<file path="src/rtl/seg7_seq_monitor.sv">
// Debounces an active-low 7-segment pattern, decodes it to a digit and checks
// that the accepted digits advance by +1 modulo M, counting steps and errors.
module seg7_seq_monitor #(
  parameter int STABLE_CYC = 4,
  parameter int M          = 10
) (
  input  logic        clk,
  input  logic        aclr,
  input  logic        enable,
  input  logic [0:6]  seg,
  output logic [3:0]  digit,
  output logic        digit_valid,
  output logic        illegal,
  output logic        seq_err,
  output logic [15:0] step_cnt,
  output logic [7:0]  err_cnt
);

  typedef enum logic [0:0] {
    S_IDLE  = 1'b0,
    S_TRACK = 1'b1
  } state_t;

  typedef struct packed {
    logic       legal;
    logic       blank;
    logic [3:0] value;
  } dec_t;

  localparam logic [7:0] STAB_MAX  = 8'(STABLE_CYC);
  localparam logic [7:0] STAB_LAST = 8'(STABLE_CYC - 1);
  localparam logic [3:0] M_LAST    = 4'(M - 1);
  localparam logic [0:6] SEG_BLANK = 7'b1111111;

  function automatic dec_t decode_seg(input logic [0:6] p);
    dec_t d;
    d = '{legal: 1'b1, blank: 1'b0, value: 4'd0};
    case (p)
      7'b0000001: d.value = 4'd0;
      7'b1001111: d.value = 4'd1;
      7'b0010010: d.value = 4'd2;
      7'b0000110: d.value = 4'd3;
      7'b1001100: d.value = 4'd4;
      7'b0100100: d.value = 4'd5;
      7'b0100000: d.value = 4'd6;
      7'b0001111: d.value = 4'd7;
      7'b0000000: d.value = 4'd8;
      7'b0000100: d.value = 4'd9;
      7'b1111111: begin
        d.legal = 1'b0;
        d.blank = 1'b1;
      end
      default: d.legal = 1'b0;
    endcase
    return d;
  endfunction

  function automatic logic [7:0] sat_inc8(input logic [7:0] v);
    return (v == 8'hFF) ? 8'hFF : v + 8'd1;
  endfunction

  logic [0:6]  seg_q_r;
  logic [7:0]  stab_cnt_r;
  logic        accept_s;
  dec_t        dec_s;
  logic [3:0]  next_ref_s;
  state_t      state_r;
  state_t      state_nxt_s;
  logic [3:0]  digit_nxt_s;
  logic        digit_valid_nxt_s;
  logic        illegal_nxt_s;
  logic        seq_err_nxt_s;
  logic [15:0] step_cnt_nxt_s;
  logic [7:0]  err_cnt_nxt_s;

  // Stability filter: restart on any change, accept once per stable period.
  always_ff @(posedge clk) begin
    if (!aclr) begin
      seg_q_r    <= SEG_BLANK;
      stab_cnt_r <= STAB_MAX;
    end else if (seg != seg_q_r) begin
      seg_q_r    <= seg;
      stab_cnt_r <= 8'd0;
    end else if (stab_cnt_r < STAB_LAST) begin
      stab_cnt_r <= stab_cnt_r + 8'd1;
    end else if (stab_cnt_r == STAB_LAST) begin
      stab_cnt_r <= STAB_MAX;
    end else begin
      stab_cnt_r <= stab_cnt_r;
    end
  end

  assign accept_s   = (seg == seg_q_r) && (stab_cnt_r == STAB_LAST);
  assign dec_s      = decode_seg(seg_q_r);
  assign next_ref_s = (digit == M_LAST) ? 4'd0 : digit + 4'd1;

  // Next-state and next-output decision for one accepted pattern.
  always_comb begin
    state_nxt_s       = state_r;
    digit_nxt_s       = digit;
    digit_valid_nxt_s = 1'b0;
    illegal_nxt_s     = 1'b0;
    seq_err_nxt_s     = 1'b0;
    step_cnt_nxt_s    = step_cnt;
    err_cnt_nxt_s     = err_cnt;
    if (accept_s && enable) begin
      if (dec_s.blank) begin
        state_nxt_s = S_IDLE;
      end else if (!dec_s.legal) begin
        illegal_nxt_s = 1'b1;
        err_cnt_nxt_s = sat_inc8(err_cnt);
        state_nxt_s   = S_IDLE;
      end else begin
        digit_nxt_s       = dec_s.value;
        digit_valid_nxt_s = 1'b1;
        state_nxt_s       = S_TRACK;
        case (state_r)
          S_IDLE: begin
            step_cnt_nxt_s = step_cnt;
          end
          S_TRACK: begin
            // A reference outside 0..M-1 has no valid successor.
            if (dec_s.value == digit) begin
              step_cnt_nxt_s = step_cnt;
            end else if ((digit <= M_LAST) && (dec_s.value == next_ref_s)) begin
              step_cnt_nxt_s = step_cnt + 16'd1;
            end else begin
              seq_err_nxt_s = 1'b1;
              err_cnt_nxt_s = sat_inc8(err_cnt);
            end
          end
          default: begin
            state_nxt_s = S_IDLE;
          end
        endcase
      end
    end else begin
      state_nxt_s = state_r;
    end
  end

  // State and registered outputs.
  always_ff @(posedge clk) begin
    if (!aclr) begin
      state_r     <= S_IDLE;
      digit       <= 4'd0;
      digit_valid <= 1'b0;
      illegal     <= 1'b0;
      seq_err     <= 1'b0;
      step_cnt    <= 16'd0;
      err_cnt     <= 8'd0;
    end else begin
      state_r     <= state_nxt_s;
      digit       <= digit_nxt_s;
      digit_valid <= digit_valid_nxt_s;
      illegal     <= illegal_nxt_s;
      seq_err     <= seq_err_nxt_s;
      step_cnt    <= step_cnt_nxt_s;
      err_cnt     <= err_cnt_nxt_s;
    end
  end

endmodule

</file>
<file path="config.mk">
export PLATFORM = sky130hd
export DESIGN_NAME = seg7_seq_monitor
export DESIGN_NICKNAME = d
export VERILOG_FILES = /design/src/rtl/seg7_seq_monitor.sv
export SDC_FILE = /design/constraint.sdc
export NUM_CORES = 1
export LEC_CHECK = 0
export BUFFER_PORTS_ARGS = -buffer_cell sky130_fd_sc_hd__buf_2
export CORE_ASPECT_RATIO = 1.5
export CORE_MARGIN = 2
export CORE_UTILIZATION = 29
export CTS_CLUSTER_DIAMETER = 100
export DETAILED_ROUTE_END_ITERATION = 7
export SYNTH_ARGS = -nofsm -noshare
export SYNTH_HDL_FRONTEND = slang
export SYNTH_SLANG_ARGS = --single-unit
export TNS_END_PERCENT = 10
</file>
<file path="constraint.sdc">
create_clock -name clk -period 3.36 [get_ports clk]
set_input_delay 0.168 -clock clk [delete_from_list [all_inputs] [get_ports clk]]
set_output_delay 0.168 -clock clk [all_outputs]
set_load 0.01 [all_outputs]
</file>
# --- Yosys cells after proc, flatten, opt, wreduce, memory -nomap -nowiden ---
# Index checks and enable logic that the tools add are counted.
totals:
  ff_bits: 47
  latch_bits: 0
  mem_bits_rw: 0
  romBits: 0
  in_bits: 10
  out_inout_bits: 31
  wordCells: 76
  mem_count: 0
op_classes:
  add_sub_neg: 4
  multipliers: 0
  div: 0
  magnitude_cmp: 2
  n_eq_ne: 22
  shifts: 0
  mux: 19
  n_bitwise: 5
  n_reduce_logical: 14
op_table:
  columns: ["op", "count"]
  rows:
  - ["2-to-1 mux 8 bit", 7]
  - ["2-to-1 mux 16 bit", 3]
  - ["one-hot mux 4 bit (9 select lines)", 1]
  - ["== test 7 bit (second input constant)", 3]
  - ["adder 16 x 1 -> 16 bit (second input constant)", 1]
  - ["adder 8 x 1 -> 8 bit (second input constant)", 2]
  - ["== test 7 x 3 -> 1 bit (second input constant)", 2]
  - ["== test 7 x 6 -> 1 bit (second input constant)", 2]
  - ["OR reduction 10 bit", 1]
  - ["== test 4 bit", 2]
  - ["== test 8 x 2 -> 1 bit (second input constant)", 1]
  - ["== test 8 bit (second input constant)", 1]
  - ["less-than comparator 8 x 2 -> 1 bit (second input constant)", 1]
  - ["== test 7 x 1 -> 1 bit (second input constant)", 1]
  - ["== test 7 x 4 -> 1 bit (second input constant)", 1]
  - ["== test 7 x 5 -> 1 bit (second input constant)", 1]
  - ["== test 7 bit", 1]
  - ["logical NOT 7 bit", 1]
  - ["!= test 7 bit", 1]
  - ["2-to-1 mux 1 bit", 6]
  - ["!= test 2 bit (second input constant)", 3]
  - ["AND reduction 6 bit", 1]
  - ["OR reduction 6 bit", 1]
  - ["NOT 1 bit", 5]
  - ["14 further kinds", 17]

# --- Depth between registers and ports, before layout ---
logic_depth:
  ltp_word: 8
  ltp_mapped: 11
  mapped_depth_nobuf: 8

# --- Worst setup path before layout ---
# Ideal clock, no wire load.
synth_path:
  path_kind: "reg2reg"
  from: "reg seg_q_r[6] (netlist name)"
  to: "reg err_cnt[7]"
  setup_ns: 0.086
  arrival_ns: 2.596
  required_time_ns: 3.274
  setup_slack_ns: 0.678
  path_stages_with_launch: 11
  path_buffers: 2
  period_less_slack_ns: 2.682
  cell_sequence: "dfxtp_1 > buf_2 > nor4_1 > and2_1 > mux2_2 > a221oi_2 > nor3_4 > o21ai_2 > buf_4 > a31oi_1 > a211oi_1"
synth_between:
  elab_chain_len: 6
  word_cells_on_any_way: 27
  classes_between: "eq/ne: 16; mux: 4; bitwise: 1; reduce/logical: 6"
synth_lines:
  columns: ["item", "line", "text"]
  rows:
  - ["start: declaration", "62", "logic [0:6] seg_q_r;"]
  - ["start signal: assignment", "82", "seg_q_r <= seg;"]
  - ["== test 7 x 3 -> 1 bit (tied with other cells)", "38", "case (p)"]
  - ["one-hot mux 4 bit (9 select lines)", "38", null]
  - ["== test 4 bit", "125", "end else if ((digit <= M_LAST) && (dec_s.value == next_ref_s)) begin"]
  - ["logical AND 1 bit", "125", null]
  - ["!= test 2 bit (no line)", null, null]
  - ["AND reduction 5 bit (no line)", null, null]
  - ["end signal: assignment", "159", "err_cnt <= err_cnt_nxt_s;"]
  - ["end: declaration", "16", "output logic [7:0] err_cnt"]
# Several ways; a longest one is shown, not always the timed one.
# A chain may end at the register's enable or synchronous reset.

# --- Final worst setup path ---
layout_path:
  from: "reg seg_q_r[1] (netlist name)"
  to: "reg step_cnt[15]"
layout_between:
  elab_chain_len: 6
  word_cells_on_any_way: 25
  classes_between: "eq/ne: 15; mux: 3; bitwise: 1; reduce/logical: 6"
layout_lines:
  columns: ["item", "line", "text"]
  rows:
  - ["== test 7 x 3 -> 1 bit (tied with other cells)", "38", null]
  - ["one-hot mux 4 bit (9 select lines)", "38", null]
  - ["== test 4 bit", "125", null]
  - ["logical AND 1 bit", "125", null]
  - ["!= test 2 x 1 -> 1 bit (no line)", null, null]
  - ["AND reduction 6 bit (no line) *", null, null]
  - ["end signal: assignment", "158", "step_cnt <= step_cnt_nxt_s;"]
  - ["end: declaration", "15", "output logic [15:0] step_cnt,"]
# Every way passes the cells marked *; elsewhere a longest branch is shown, timed or not.

==> metrics.md <==
| Metric | Value |
|---|---|
| Boundary pin count | 41 |
| Layout area overhead | 17.5% |
| DR vias/cell | 5.05 |
| Area leader, netlist | dfxtp_1 |
| Async set-or-reset flop fraction in the synthesized netlist | 0 |
| Pwr dens | 387 mW/mm^2 |
| P_leak | 0.00129 uW |
| Status | complete, no violations |
| Most frequent cells in the layout | dfxtp_1 (47), buf_2 (40), nand2_1 (28) |
| Crit path max-delay family | simple AND/OR/NAND/NOR gates |
| Clock Pin Slew Worst Setup and Hold Paths | 60 ps |
| Gp weighted congestion | 0.800 |
| Reg-to-Reg Start | seg_q_r[1]$_SDFFE_PN1P_ |
| Commonest non-fill, non-tap cell in the layout | dfxtp_1 |
| Initial antenna violation count | 0 |
| CP arrival | 3140 ps |
| Synthesized area | 0.00250 mm^2 |
| Min Tclk post-route | 2970 ps |
| CTS resizes | 0 |
| Critical Path End | step_cnt[15]$_SDFFE_PN0P_ |
| Slowest CP cell | dfxtp_1 |
| Setup Crit Path Kind | reg -> reg |
| CP endpoint kind | flop |
| Ys flop type | dfxtp_1 |
| Share of layout cells above drive strength 1 | 0.195 |
| Number of hold buffers added after cts | 0 |
| Die W | 79.8 um |
| Seq cells post-synth | 47 |
| Reg2reg end | step_cnt[15]$_SDFFE_PN0P_ |
| Largest net degree at the start of global routing | 42 |
| Total GRT Usage | 0.126 |
| Drt first-iter violations | 108 |
| Hold_ws | 84.0 ps |
| Max Freq | 0.337 GHz |
| R2r setup slk | 390 ps |
| Finished Cell Area | 0.00294 mm^2 |
| Max cap viols | 0 |
| Max Slew Vio Count | 0 |
| Via Count | 2170 |
| DRT antenna net count | 0 |
| Max Fanout on Critical Path | 10 |
| Startpoint type of the worst setup path | flop |
| Number of post-CTS setup repair buffers | 0 |
| DP Wirelength | 4.05 mm |
| Post-synthesis mux area share | 0.0705 |
| Final Cycle Share | 0.883 |
| CTS tree | built |
| CTS sink cnt | 47 |
| Core Area | 0.00841 mm^2 |
| Setup Viol. Count Final | 0 |
| Worst min path class | in -> reg |
| First-pass GRT wire length | 9.59 mm |
| Maximum vdd drop | 0.182 mV |
| Syn nets | 299 |
| Number of synthesized flops with an enable pin | 0 |
| Worst path depth | 8 |
| Warnings, synthesis | 0 |
| Yosys top cell area share | 0.376 |
| Initial core utilization | 0.297 |
| WL/cell | 12.9 um |
| Worst slew pin tran | 687 ps |
| Port Buf Inserts | 40 |
| Latest clock arrival within the worst-skew pair | 290 ps |
| CTS root buffer | clkbuf_16 |
| RSZ-0062 raised after global routing | false |
| Nets | 335 |
| Synth cell types | 49 |
| Inserted Diodes | 0 |
| FP Rows | 41 |
| Critical path buffer and inverter count | 0 |
| Worst Setup SP | seg_q_r[1]$_SDFFE_PN1P_ |
| Sequential share of the synthesized area | 0.376 |
| Post-route non-filler standard cell count | 430 |
| Fillcell total | 913 |
| Area after DPL | 0.00278 mm^2 |
| Final core utilization | 0.349 |
| Cells on worst reg2reg path | 8 |
| CTS Buffer Depth | 2 |
| WL final | 5.55 mm |
| Grt ovf | 0 |
| Die ar. | 0.00940 mm^2 |
| Vias in the first global route | 2026 |
| Die Span Y | 118 um |
| Hold Vio Cnt, Final | 0 |
| Worst EP required | 3540 ps |
| Placed insts | 422 |
| Critical Path Max Stage Delay | 490 ps |
| Worst path cell trace | or3b_4 -> a2111oi_4 -> o22ai_1 -> mux2_4 -> nor3_4 -> and3_1 -> nand4_1 -> mux2i_1 |
| Adder-cell area share of the yosys netlist | 0.0150 |
| Post-Synth XOR/XNOR Area | 0.0455 |
| DRC | 0 |
| Number of buffers created by CTS | 5 |
| Compound-Gate Fraction of Synth Area | 0.120 |
| Simple-Gate Fraction of Synth Area | 0.327 |
| Top post-synthesis cells by area | dfxtp_1 (38%), mux2i_1 (6.0%), nand2b_1 (6.0%) |
| Syn_area_per_cell | 8.75 um^2 |
| Drt first pass iters | 4 |
| H-Tree Depth | 2 |
| Largest family of logic cells by synthesized area | simple AND/OR/NAND/NOR gates |
| Setup TNS | 0 ps |
| Clk_skew | 6.89 ps |
| Slew margin rel. | 0.536 |
| Synth Instances | 286 |
## cell families (layout without fill, tap and decap cells)
logic type      count (synthesis)  in the layout
simple gates                  146            146
flops                          47             47
compound gates                 39             39
buf+inv                        21             58
mux                            17             17
xor+xnor                       13             13
fa+ha+maj                       3              3
## through the flow
stage / worst slack, ps / total power [uW]
2_1_floorplan: 678 / 626
3_3_place_gp: 464 / 639
3_5_place_dp: 430 / 640
4_1_cts: 419 / 1160
5_1_grt: 194 / 1190
6_report: 395 / 1140
## sequential cells by signal (all words and copies together), names as in the netlist
signal / flops
digit: 4
digit_valid: 1
err_cnt: 8
illegal: 1
seg_q_r: 7
seq_err: 1
stab_cnt_r: 8
state_r: 1
step_cnt: 16
## layout make-up
class                           count  area (um^2)  share of cell area
Tap cell                          107          134              0.0456
Clock inverter                      2         16.3             0.00553
Inverter                            3         11.3             0.00383
Sequential cell                    47          941               0.320
Clock buffer                        6          139              0.0473
Timing Repair Buffer               47          253              0.0860
Multi-Input combinational cell    218         1450               0.492
## how the worst min path moves through the flow
stage,from,end,cells past startpoint
after detailed placement,seg[0],seg_q_r[0]$_SDFFE_PN1P_,2
after floorplan,seg[0],seg_q_r[0]$_SDFFE_PN1P_,1
after CTS,seg[4],seg_q_r[4]$_SDFFE_PN1P_,2
final,seg[4],seg_q_r[4]$_SDFFE_PN1P_,2
after global routing,seg[2],seg_q_r[2]$_SDFFE_PN1P_,2
after global placement,seg[4],seg_q_r[4]$_SDFFE_PN1P_,2
## synth_stat cells (4+ instances only)
master    number
dfxtp_1       47
nand2_1       28
nand2b_1      24
nor2_1        21
and3_1        16
mux2i_1       15
nand4_1       14
a21oi_1       11
clkbuf_1       8
nor3_1         7
xor2_1         7
and2_1         6
nand3_1        6
xnor2_1        6
and4_1         5
buf_2          5
nor2b_1        5
a211oi_1       4
nor4_1         4
o21ai_0        4
## routing by layer
layer	share of wire	global-route usage	vias up
met5	0	0	-
met4	0.021	0.0540	0
met3	0.038	0.0261	9
met2	0.49	0.208	46
met1	0.45	0.157	1010
li1	-	-	1105
## power breakdown
group	switching (uW)	leakage (uW)	internal (uW)
registers	11.3	0.000381	562
clock network	215	0.0000731	297
logic	29.0	0.000832	24.0
total	255	0.00129	883
Note: power is estimated with default switching activity, not from simulation.
